<file path="src/rtl/pcileech_sysctl.sv">
// rtl/pcileech_sysctl.sv - board system controller: POR hold, button debounce, tick counter, LED modes
module pcileech_sysctl #(
    parameter int NUM_BTN         = 2,
    parameter int NUM_LED         = 3,
    parameter int POR_CYCLES      = 64,
    parameter int DEBOUNCE_CYCLES = 100000,
    parameter int STRETCH_CYCLES  = 5000000,
    parameter int BLINK_BIT       = 26
) (
    input  logic                 clk,
    input  logic                 rst,
    input  logic [NUM_BTN-1:0]   btn_in,
    input  logic [NUM_BTN-1:0]   btn_rst_mask,
    input  logic [2*NUM_LED-1:0] led_mode,
    input  logic [NUM_LED-1:0]   led_act,
    input  logic                 led_invert,
    output logic [NUM_BTN-1:0]   btn_db,
    output logic [NUM_BTN-1:0]   btn_press,
    output logic                 rst_sys,
    output logic                 rst_sys_n,
    output logic [63:0]          tickcount64,
    output logic [NUM_LED-1:0]   led
);

    localparam int DB_W  = (DEBOUNCE_CYCLES > 1) ? $clog2(DEBOUNCE_CYCLES) : 1;
    localparam int POR_W = $clog2(POR_CYCLES + 1);
    localparam int ST_W  = $clog2(STRETCH_CYCLES + 1);

    localparam logic [DB_W-1:0]  DB_LAST  = DB_W'(DEBOUNCE_CYCLES - 1);
    localparam logic [POR_W-1:0] POR_MAX  = POR_W'(POR_CYCLES);
    localparam logic [ST_W-1:0]  ST_LOAD  = ST_W'(STRETCH_CYCLES);

    logic [NUM_BTN-1:0] sync1;
    logic [NUM_BTN-1:0] sync2;
    logic [NUM_BTN-1:0] btn_db_q;
    logic [DB_W-1:0]    db_cnt [NUM_BTN];
    logic [POR_W-1:0]   por_cnt;
    logic               rst_req;
    logic [ST_W-1:0]    stretch [NUM_LED];
    logic [NUM_LED-1:0] mode_out;

    // Free-running cycle counter; only the board reset clears it
    always_ff @(posedge clk or posedge rst) begin
        if (rst) begin
            tickcount64 <= 64'd0;
        end else begin
            tickcount64 <= tickcount64 + 64'd1;
        end
    end

    // Synchronize buttons, debounce by requiring a stable differing level, flag rising edges
    always_ff @(posedge clk or posedge rst) begin
        if (rst) begin
            sync1     <= '0;
            sync2     <= '0;
            btn_db    <= '0;
            btn_db_q  <= '0;
            btn_press <= '0;
            for (int i = 0; i < NUM_BTN; i++) begin
                db_cnt[i] <= '0;
            end
        end else begin
            sync1     <= btn_in;
            sync2     <= sync1;
            btn_db_q  <= btn_db;
            btn_press <= btn_db & ~btn_db_q;
            for (int i = 0; i < NUM_BTN; i++) begin
                if (sync2[i] == btn_db[i]) begin
                    db_cnt[i] <= '0;
                end else if (db_cnt[i] == DB_LAST) begin
                    btn_db[i] <= sync2[i];
                    db_cnt[i] <= '0;
                end else begin
                    db_cnt[i] <= db_cnt[i] + DB_W'(1);
                end
            end
        end
    end

    // Power-on hold counter, saturates once the hold has elapsed
    always_ff @(posedge clk or posedge rst) begin
        if (rst) begin
            por_cnt <= '0;
        end else if (por_cnt != POR_MAX) begin
            por_cnt <= por_cnt + POR_W'(1);
        end
    end

    // System reset request: POR still running or any reset-capable button held
    always_comb begin
        rst_req = (por_cnt < POR_MAX) | (|(btn_db & btn_rst_mask));
    end

    // Both reset polarities come from the same edge so they never disagree
    always_ff @(posedge clk or posedge rst) begin
        if (rst) begin
            rst_sys   <= 1'b1;
            rst_sys_n <= 1'b0;
        end else begin
            rst_sys   <= rst_req;
            rst_sys_n <= ~rst_req;
        end
    end

    // Activity stretchers reload on every pulse and run down regardless of LED mode
    always_ff @(posedge clk or posedge rst) begin
        if (rst) begin
            for (int i = 0; i < NUM_LED; i++) begin
                stretch[i] <= '0;
            end
        end else begin
            for (int i = 0; i < NUM_LED; i++) begin
                if (led_act[i]) begin
                    stretch[i] <= ST_LOAD;
                end else if (stretch[i] != '0) begin
                    stretch[i] <= stretch[i] - ST_W'(1);
                end
            end
        end
    end

    // Per-LED mode selection
    always_comb begin
        mode_out = '0;
        for (int i = 0; i < NUM_LED; i++) begin
            case (led_mode[2*i +: 2])
                2'd0:    mode_out[i] = 1'b0;
                2'd1:    mode_out[i] = 1'b1;
                2'd2:    mode_out[i] = tickcount64[BLINK_BIT];
                default: mode_out[i] = (stretch[i] != '0);
            endcase
        end
    end

    // Registered LED drive with global polarity inversion
    always_ff @(posedge clk or posedge rst) begin
        if (rst) begin
            led <= '0;
        end else begin
            led <= mode_out ^ {NUM_LED{led_invert}};
        end
    end

endmodule

</file>
<file path="config.mk">
export PLATFORM = sky130hd
export DESIGN_NAME = pcileech_sysctl
export DESIGN_NICKNAME = d
export VERILOG_FILES = /design/src/rtl/pcileech_sysctl.sv
export SDC_FILE = /design/constraint.sdc
export NUM_CORES = 1
export LEC_CHECK = 0
export BUFFER_PORTS_ARGS = -buffer_cell sky130_fd_sc_hd__buf_2
export CAP_MARGIN = 20
export CELL_PAD_IN_SITES_DETAIL_PLACEMENT = 1
export CELL_PAD_IN_SITES_GLOBAL_PLACEMENT = 2
export CORE_MARGIN = 2
export CORE_UTILIZATION = 41
export CTS_BUF_LIST = sky130_fd_sc_hd__clkbuf_8 sky130_fd_sc_hd__clkbuf_16
export CTS_CLUSTER_SIZE = 14
export DETAILED_ROUTE_END_ITERATION = 6
export HOLD_SLACK_MARGIN = 0.03
export PLACE_DENSITY = 0.95
export SLEW_MARGIN = 5
export SYNTH_ARGS = -nofsm -noshare
export SYNTH_HDL_FRONTEND = slang
export SYNTH_SLANG_ARGS = --single-unit
</file>
<file path="constraint.sdc">
create_clock -name clk -period 17.5 [get_ports clk]
set_clock_uncertainty 0.1 [all_clocks]
set_input_delay 0.875 -clock clk [delete_from_list [all_inputs] [get_ports clk]]
set_output_delay 0.875 -clock clk [all_outputs]
set_load 0.02 [all_outputs]
</file>
==> results.sh <==
export IMPL_status="completed"
export IMPL_rows=54
export IMPL_cts_tree="done"
export IMPL_critical_path_class="reg -> reg"
export IMPL_synth_async_reset_ratio_pct=100.0
export IMPL_detail_route_antenna_nets=0
export IMPL_wl_um=20160
export IMPL_n_antenna_cell=0
export IMPL_p_leak_nw=4.515
export IMPL_final_nets=992
export IMPL_die_area_um2=23140
export IMPL_min_period_ns=2.898
export IMPL_post_route_period_util_pct=16.56
export IMPL_core_area_um2=21690
export IMPL_syn_inst=879
export IMPL_syn_avg_cell_area_um2=10.23
export IMPL_crit_slowest_cell="or4b_1"
export IMPL_grt_ovfl_total=0
export IMPL_clk_pin_slew_worst_paths_ns=0.07
export IMPL_synth_seq_area_share_pct=52.60
export IMPL_gp_congestion=0.7824
export IMPL_postCtsSetupBuffers=0
export IMPL_finalPower_mw=0.9082
export IMPL_cts_buffers=17
export IMPL_final_setup_viol_count=0
export IMPL_cap_violations=0
export IMPL_grt_first_pass_wirelength_um=35290
export IMPL_ys_ff_latch=189
export IMPL_drt_first_pass_iters=4
export IMPL_slew_headroom_pct=34.43
export IMPL_rsz0062_at_grt="no"
export IMPL_cts_max_path_buffers=2
export IMPL_crit_path_cell_trace="inv_1 > ha_1 > or4b_1 > or3_1 > o21ai_4 > nor3_1 > or3b_1"
export IMPL_area_growth_pct=14.51
export IMPL_drc=0
export IMPL_tightest_slew_ns=0.9835
export IMPL_clk_latency_ns=0.44
export IMPL_fin_ws_ns=14.60
export IMPL_ys_flop_type="dfrtp_1"
export IMPL_start_util_pct=41.47
export IMPL_place_hpwl_um=13680
export IMPL_synth_fp_nets=903
export IMPL_grt_max_degree=140
export IMPL_grt_pass1_vias=7033
export IMPL_synth_edff_count=0
export IMPL_io_pins=89
export IMPL_globalRouteTotalUtil_pct=18.21
export IMPL_ir_drop_v=0.00005869
export IMPL_hold_buffers=0
export IMPL_htreeDepth=4
export IMPL_die_width_um=152.1
export IMPL_detail_route_wl_per_cell_um=15.99
export IMPL_power_density_nw_per_um2=88.19
export IMPL_drv_slew=0
export IMPL_hold_class="reg -> reg"
export IMPL_io_buffers=88
export IMPL_yosys_warnings=0
export IMPL_clock_fmax_ghz=0.3451
export IMPL_drtIter0Drc=248
export IMPL_worstPathRequired_ns=17.71
export IMPL_post_cts_resized=0
export IMPL_netlist_area_um2=8994
export IMPL_vias_per_cell=5.282
export IMPL_yosys_cell_types_count=53
export IMPL_max_stage_delay_ns=0.56
export IMPL_multiInputGateArea_um2=4065
export IMPL_finalSetupTns_ns=0
export IMPL_worstPathMaxFanout=16
export IMPL_routed_via_count=6661
export IMPL_drive_gt1_share_pct=14.88
export IMPL_fp_dieH_um=152.1
export IMPL_worstSetupStartpointType="flip-flop"
export IMPL_regArea_um2=4731
export IMPL_final_core_util_pct=47.48
export IMPL_fillers=2460
export IMPL_cts_sinks=189
export IMPL_crit_path_end_kind="flip-flop"
export IMPL_clockRootBuffer="clkbuf_16"
export IMPL_crit_arrival_ns=3.10
export IMPL_hold_viol=0
export IMPL_antenna_found_initial=0
export IMPL_place_worst_setup_slack_ns=14.60
[state kept, by name, indices dropped and copies added (netlist names)]
name / cells
rst_sys_n: 1
por_cnt: 7
rst_sys: 1
db_cnt: 34
tickcount64: 64
btn_db_q: 2
sync1: 2
stretch: 69
btn_db: 2
btn_press: 2
led: 3
sync2: 2
[report_power, final]
part | switching [mW] | internal, mW | total (mW)
Sequential | 0.0138 | 0.449 | 0.463
Combinational | 0.0402 | 0.0244 | 0.0645
Clock | 0.190 | 0.190 | 0.381
Total | 0.244 | 0.664 | 0.908
[cells in the mapped netlist, drive strengths merged, types with 13 or more instances]
cell type / n / area, um^2
dfrtp: 188 / 4705
nor2: 120 / 450.4
xor2: 75 / 656.9
xnor2: 72 / 630.6
nand2: 53 / 198.9
nand3: 48 / 240.2
nor3: 36 / 180.2
nand4: 30 / 187.7
inv: 26 / 97.59
nor4: 26 / 175.2
a21oi: 20 / 100.1
clkbuf: 18 / 67.56
and3: 16 / 100.1
nand2b: 15 / 93.84
o21ai: 13 / 76.33
[worst max-delay path: cells and delay by family (launching register included)]
| family | cells | cell delay (ns) |
|---|---|---|
| flip-flops | 1 | 0.40 |
| AO/OA/AOI/OAI | 1 | 0.43 |
| AND/OR/NAND/NOR | 4 | 1.52 |
| adder cells (fa/ha/maj) | 1 | 0.22 |
| buffers and inverters | 1 | 0.10 |
[per-layer routing]
| layer | vias to the layer above | part of all wire [%] | track usage (%) |
|---|---|---|---|
| li1 | 3227 | - | - |
| met1 | 3344 | 47 | 24.68 |
| met2 | 81 | 48 | 29.99 |
| met3 | 9 | 3.9 | 4.649 |
| met4 | 0 | 0.70 | 3.338 |
| met5 | - | 0 | 0 |
[layout by cell type, fill, tap and decap left out, drive strengths merged, types with 6 or more instances in the layout]
cell type	n
or4	8
buf	92
nand2	53
o21ai	13
or2	7
dfrtp	188
nor2	120
a211oi	10
a21oi	20
nor4b	6
clkbuf	17
xor2	75
nor4	26
xnor2	72
ha	8
nor3	36
nor2b	7
inv	34
nand4	30
and4	12
or3	9
nand3	48
and3	16
nand2b	15
[through the flow]
step           hold slack, ns  area, um^2  std cells
2_1_floorplan          0.2312        8994        879
3_3_place_gp           0.2343        9722       1229
3_5_place_dp           0.2379        9722       1229
4_1_cts                0.2547       10300       1261
5_1_grt                0.2593       10300       1261
6_report               0.2547       10300       1261
[worst paths after layout]
check	to	start	depth (start not counted)	slack [ns]
max	stretch[32]$_DFFE_PP0P_	stretch[23]$_DFFE_PP0P_	7	14.60
min	sync2[1]$_DFF_PP0_	sync1[1]$_DFF_PP0_	0	0.25
max reg2reg	stretch[32]$_DFFE_PP0P_	stretch[23]$_DFFE_PP0P_	7	14.60
min reg2reg	sync2[1]$_DFF_PP0_	sync1[1]$_DFF_PP0_	0	0.25
max in group asynchronous	db_cnt[21]$_DFF_PP0_	rst	3	15.56
min in group asynchronous	stretch[47]$_DFFE_PP0P_	rst	2	0.53
[cells by family after synthesis]
family                   count (synthesis)  share of synthesized area [%]
AND/OR/NAND/NOR                        412                          23.98
flip-flops                             189                          52.60
XOR/XNOR                               147                          14.32
AO/OA/AOI/OAI                           71                          5.315
buffers and inverters                   48                          2.198
adder cells (fa/ha/maj)                  8                          1.113
multiplexers                             4                         0.4730
[area by class of cell]
class / instances / share of cell area, %
sequential: 189 / 45.94
clock inverter: 15 / 1.470
timing repair buffer: 92 / 4.568
multi-input combinational: 642 / 39.47
clock buffer: 17 / 4.131
tap: 280 / 3.402
inverter: 26 / 1.021
Power figures use the tool's default switching activity.
